## src/rtl/shift_4094_loader.sv

```systemverilog
// Serialises a parallel word MSB-first into a daisy-chained 4094 shift/latch chain,
// then strobes it into the output latches and enables the outputs after the first load.
module shift_4094_loader #(
    parameter int N_BYTES = 3,
    parameter int CLK_DIV = 4
) (
    input  logic                   CLK,
    input  logic                   _RST,
    input  logic                   start,
    input  logic [8*N_BYTES-1:0]   data,
    input  logic                   oe_off,
    output logic                   busy,
    output logic                   done,
    output logic                   _4094_CLK,
    output logic                   _4094_DATA,
    output logic                   _4094_STROBE,
    output logic                   _4094_OE_CTL
);

    localparam int W  = 8 * N_BYTES;
    localparam int PW = $clog2(CLK_DIV) + 1;
    localparam int BW = $clog2(W) + 1;

    localparam logic [2:0] ST_IDLE     = 3'd0;
    localparam logic [2:0] ST_SHIFT_LO = 3'd1;
    localparam logic [2:0] ST_SHIFT_HI = 3'd2;
    localparam logic [2:0] ST_STROBE   = 3'd3;
    localparam logic [2:0] ST_FINISH   = 3'd4;

    localparam logic [PW-1:0] PH_LOAD = PW'(CLK_DIV - 1);
    localparam logic [PW-1:0] PH_ONE  = PW'(1);
    localparam logic [PW-1:0] PH_ZERO = PW'(0);
    localparam logic [BW-1:0] BIT_LOAD = BW'(W);
    localparam logic [BW-1:0] BIT_ONE  = BW'(1);
    localparam logic [BW-1:0] BIT_ZERO = BW'(0);

    logic [2:0]    state_q, state_d;
    logic [PW-1:0] phase_q, phase_d;
    logic [BW-1:0] bits_q, bits_d;
    logic [W-1:0]  sreg_q, sreg_d;
    logic          armed_q, armed_d;
    logic          busy_q, busy_d;
    logic          done_q, done_d;
    logic          sclk_q, sclk_d;
    logic          sdat_q, sdat_d;
    logic          stb_q, stb_d;
    logic          oe_q, oe_d;

    // Next-state logic: each timed state runs its phase counter down from CLK_DIV-1 to zero.
    always_comb begin
        state_d = state_q;
        phase_d = phase_q;
        bits_d  = bits_q;
        sreg_d  = sreg_q;
        armed_d = armed_q;
        case (state_q)
            ST_IDLE: begin
                if (start) begin
                    sreg_d  = data;
                    bits_d  = BIT_LOAD;
                    phase_d = PH_LOAD;
                    state_d = ST_SHIFT_LO;
                end else begin
                    state_d = ST_IDLE;
                end
            end
            ST_SHIFT_LO: begin
                if (phase_q == PH_ZERO) begin
                    phase_d = PH_LOAD;
                    state_d = ST_SHIFT_HI;
                end else begin
                    phase_d = phase_q - PH_ONE;
                end
            end
            ST_SHIFT_HI: begin
                if (phase_q == PH_ZERO) begin
                    sreg_d  = {sreg_q[W-2:0], 1'b0};
                    bits_d  = bits_q - BIT_ONE;
                    phase_d = PH_LOAD;
                    state_d = (bits_q == BIT_ONE) ? ST_STROBE : ST_SHIFT_LO;
                end else begin
                    phase_d = phase_q - PH_ONE;
                end
            end
            ST_STROBE: begin
                if (phase_q == PH_ZERO) begin
                    state_d = ST_FINISH;
                end else begin
                    phase_d = phase_q - PH_ONE;
                end
            end
            ST_FINISH: begin
                armed_d = 1'b1;
                if (start) begin
                    sreg_d  = data;
                    bits_d  = BIT_LOAD;
                    phase_d = PH_LOAD;
                    state_d = ST_SHIFT_LO;
                end else begin
                    phase_d = PH_ZERO;
                    state_d = ST_IDLE;
                end
            end
            default: begin
                phase_d = PH_ZERO;
                bits_d  = BIT_ZERO;
                state_d = ST_IDLE;
            end
        endcase
    end

    // Outputs are decoded from the next state so the registered pins line up with the state.
    always_comb begin
        busy_d = (state_d == ST_SHIFT_LO) || (state_d == ST_SHIFT_HI) || (state_d == ST_STROBE);
        done_d = (state_d == ST_FINISH);
        sclk_d = (state_d == ST_SHIFT_HI);
        stb_d  = (state_d == ST_STROBE);
        oe_d   = armed_d & ~oe_off;
        case (state_d)
            ST_SHIFT_LO: sdat_d = sreg_d[W-1];
            ST_SHIFT_HI: sdat_d = sdat_q;
            ST_STROBE:   sdat_d = sdat_q;
            default:     sdat_d = 1'b0;
        endcase
    end

    // State and output registers, cleared asynchronously so a load is aborted without a strobe.
    always_ff @(posedge CLK or negedge _RST) begin
        if (!_RST) begin
            state_q <= ST_IDLE;
            phase_q <= PH_ZERO;
            bits_q  <= BIT_ZERO;
            sreg_q  <= {W{1'b0}};
            armed_q <= 1'b0;
            busy_q  <= 1'b0;
            done_q  <= 1'b0;
            sclk_q  <= 1'b0;
            sdat_q  <= 1'b0;
            stb_q   <= 1'b0;
            oe_q    <= 1'b0;
        end else begin
            state_q <= state_d;
            phase_q <= phase_d;
            bits_q  <= bits_d;
            sreg_q  <= sreg_d;
            armed_q <= armed_d;
            busy_q  <= busy_d;
            done_q  <= done_d;
            sclk_q  <= sclk_d;
            sdat_q  <= sdat_d;
            stb_q   <= stb_d;
            oe_q    <= oe_d;
        end
    end

    assign busy         = busy_q;
    assign done         = done_q;
    assign _4094_CLK    = sclk_q;
    assign _4094_DATA   = sdat_q;
    assign _4094_STROBE = stb_q;
    assign _4094_OE_CTL = oe_q;

endmodule

```

## config.mk

```make
export PLATFORM = sky130hd
export DESIGN_NAME = shift_4094_loader
export DESIGN_NICKNAME = d
export VERILOG_FILES = /design/src/rtl/shift_4094_loader.sv
export SDC_FILE = /design/constraint.sdc
export NUM_CORES = 1
export LEC_CHECK = 0
export ABC_CLOCK_PERIOD_IN_PS = 2000
export BUFFER_PORTS_ARGS = -buffer_cell sky130_fd_sc_hd__buf_2
export CORE_MARGIN = 1
export CORE_UTILIZATION = 50
export DETAILED_ROUTE_END_ITERATION = 8
export GPL_ROUTABILITY_DRIVEN = 0
export PLACE_DENSITY = 0.7
export SKIP_CTS_REPAIR_TIMING = 1
export SLEW_MARGIN = 10
export SYNTH_ARGS = -nofsm -noshare
export SYNTH_HDL_FRONTEND = slang
export SYNTH_SLANG_ARGS = --single-unit
```

## constraint.sdc

```tcl
create_clock -name CLK -period 2 [get_ports CLK]
set_clock_uncertainty 0.1 [all_clocks]
set_input_delay 0.4 -clock CLK [delete_from_list [all_inputs] [get_ports CLK]]
set_output_delay 0.4 -clock CLK [all_outputs]
set_load 0.005 [all_outputs]
```

==> impl_metrics.csv <==
group,metric,value,unit
yosys,synthArstFlopShare,100.0,%
cells_and_area,finish.net_count,278,
sta,relSlewSlack,65.59,%
power,peakVddDrop,1.012,mV
sta,worstMarginPinSlew,0.5162,ns
floorplanning,die_area,4486,um2
yosys,netlist_area,2111,um2
cells_and_area,layout_common_cells,"dfrtp_1 (43), buf_2 (33), inv_1 (32), o21ai_0 (23), a22oi_1 (22)",
power,power,3.722,mW
clock_network,cts_htree_levels,2,
place,place_ws,0.03954,ns
power,power_density,1497,nW/um2
floorplanning,start_util,52.39,%
drt,wl_per_cell,14.13,um
yosys,synth-edff-count,0,
drt,drt-initial-drc-count,82,
sta,hold_slack,-0.02773,ns
cells_and_area,syn_to_final_growth,17.78,%
status,status,"finished, violations left",
clock_network,cts_root_buf,"clkbuf_8",
clock_network,cts_tree,"yes",
global_route,grt_pass1_vias,1428,
floorplanning,pin_count,34,
clock_network,clk_pin_slew,0.08,ns
drt,ant_nets,0,
clock_network,numClockSinks,43,
sta,hold_violations,21,
drt,vias,1614,
yosys,yosysWarnings,0,
sta,period_share,93.66,%
sta,final-setup-viol-count,0,
setup_path,path_cells,"inv_1, ha_1, nor2b_4, mux2i_2, a21o_2, inv_2, o31ai_2",
drt,routed_via_density,5.453,
global_route,grt_max_degree,24,
drt,drc,0,
global_route,grt.overflow.total,0,
setup_path,cp-start-kind,"flop",
job,cap_violations,0,
clock_network,clk-insertion-delay-late,0.30,ns
floorplanning,die_h,66.98,um
setup_path,worstPathArrival,1.99,ns
hold_path,hold_path.class,"in2async",
yosys,synth-seq-cells,43,
cells_and_area,n_fill_cell,349,
place,numPortBuffers,33,
drt,drt-pass1-iter-count,4,
setup_path,r2r_cells,7,
sta,fmax,533.8,MHz
global_route,grt_usage,20.02,%
yosys,synth_flop_cell,"dfrtp_1",
status,failed_checks,"negative hold slack",
yosys,synth_seq_area_share,50.98,%
cells_and_area,antennaDiodeCount,0,
setup_path,critPathRequiredTime,2.11,ns
global_route,antenna_found_initial,0,
global_route,grt_pass1_wl,6603,um
yosys,syn_inst,207,
floorplanning,dieWidth,66.98,um
yosys,synth.avg_cell_area,10.20,um2
setup_path,cp_max_fo,4,
drt,drt_wl_total,4183,um
setup_path,crit_path_end_kind,"flop",
place,dp.final_hpwl,2869,um
floorplanning,fp-row-count,23,
yosys,synth_cell_type_count,43,
yosys,syn-num-nets,239,
clock_network,numCtsBuffers,5,
sta,period_minus_slack,1.873,ns
setup_path,slowest_delay,0.38,ns
power,p_leak,1.169,nW
clock_network,clk_path_buf_depth,2,
setup_path,worstSetupPathType,"reg2reg",
sta,drv_slew,0,
cells_and_area,layout_commonest_cell,"dfrtp_1",
setup_path,critPathSlowestCell,"dfrtp_1",
sta,fin_setup_tns,0,ns
sta,rsz0062_at_grt,"no",
cells_and_area,drive_above_1_share,25.20,%
sta,finalWorstSetupSlack,0.1268,ns
floorplanning,core-area,4029,um2
-- cells by family after synthesis --
| group | count (synthesis) | synth area share (%) |
|---|---|---|
| AO/OA/AOI/OAI | 72 | 23.47 |
| adder cells (fa/ha/maj) | 4 | 2.371 |
| buffers and inverters | 44 | 9.010 |
| flip-flops | 43 | 50.98 |
| multiplexers | 6 | 2.905 |
| AND/OR/NAND/NOR | 38 | 11.26 |
-- path summary, 6_finish.rpt --
path / startpoint / slack [ns] / endpoint
worst max-delay path: phase_q[0] / 0.13 / _4094_DATA
worst min-delay path: _RST / -0.03 / sreg_q[7]
worst max register to register: phase_q[0] / 0.13 / _4094_DATA
worst min register to register: armed_q / 0.35 / armed_q
max in group asynchronous: _RST / 1.28 / bits_q[0]
min in group CLK: oe_off / 0.15 / _4094_OE_CTL
-- report_power, final --
group | switching, mW | total (mW) | internal [mW]
Sequential | 0.271 | 1.54 | 1.27
Combinational | 0.820 | 1.54 | 0.716
Clock | 0.284 | 0.650 | 0.366
-- Yosys cell counts (all sizes together), types with 2 or more instances --
library cell | instances | area (um2)
a211o | 2 | 17.52
o31ai | 2 | 20.02
a22oi | 22 | 165.2
nor3 | 5 | 25.02
o2bb2ai | 3 | 26.28
nor2 | 8 | 37.54
nand3 | 2 | 10.01
nand2 | 7 | 26.28
inv | 33 | 123.9
ha | 4 | 50.05
a21o | 2 | 16.27
o21a | 2 | 15.01
nor2b | 5 | 31.28
dfrtp | 43 | 1076
a31oi | 4 | 25.02
o21ai | 25 | 128.9
o2111ai | 2 | 17.52
or3 | 3 | 23.77
buf | 11 | 66.31
mux2i | 5 | 50.05
o211ai | 2 | 15.01
nand2b | 3 | 26.27
nor3b | 2 | 31.28
o221ai | 2 | 17.52
-- worst max-delay path: cells and delay by family, from the launching register on --
| kind | cells | cell delay [ns] |
|---|---|---|
| AOI/OAI and AO/OA | 2 | 0.43 |
| adders and majority gates | 1 | 0.24 |
| DFF | 1 | 0.38 |
| buffers and inverters | 2 | 0.14 |
| and+or+nand+nor | 1 | 0.23 |
| muxes | 1 | 0.28 |
-- state kept, by name, summed over array words and instances, names as in the netlist --
register      flops
phase_q           3
_4094_CLK         1
_4094_DATA        1
_4094_OE_CTL      1
armed_q           1
bits_q            6
_4094_STROBE      1
sreg_q           24
busy              1
done              1
state_q           3
-- routing by layer --
layer	wire length, um	GRT usage [%]
met1	2069	28.00
met2	1915	29.55
met3	141	5.822
met4	57	6.383
met5	0	0
-- layout make-up --
class	count	area (um2)	share of cell area, %
timing repair buffer	43	265.3	10.67
clock buffer	6	72.57	2.919
tap	50	62.56	2.516
inverter	33	123.9	4.982
multi-input combinational	120	855.8	34.42
clock inverter	1	30.03	1.208
sequential	43	1076	43.28
-- metrics by stage --
stage / utilization, % / std cells / instance area [um2]
global placement: 58.88 / 289 / 2372
detailed placement: 58.88 / 289 / 2372
global route: 61.71 / 296 / 2486
CTS: 61.43 / 296 / 2475
finish: 61.71 / 296 / 2486
floorplan: - / 207 / 2111
Note: power is estimated with default switching activity, not from simulation.
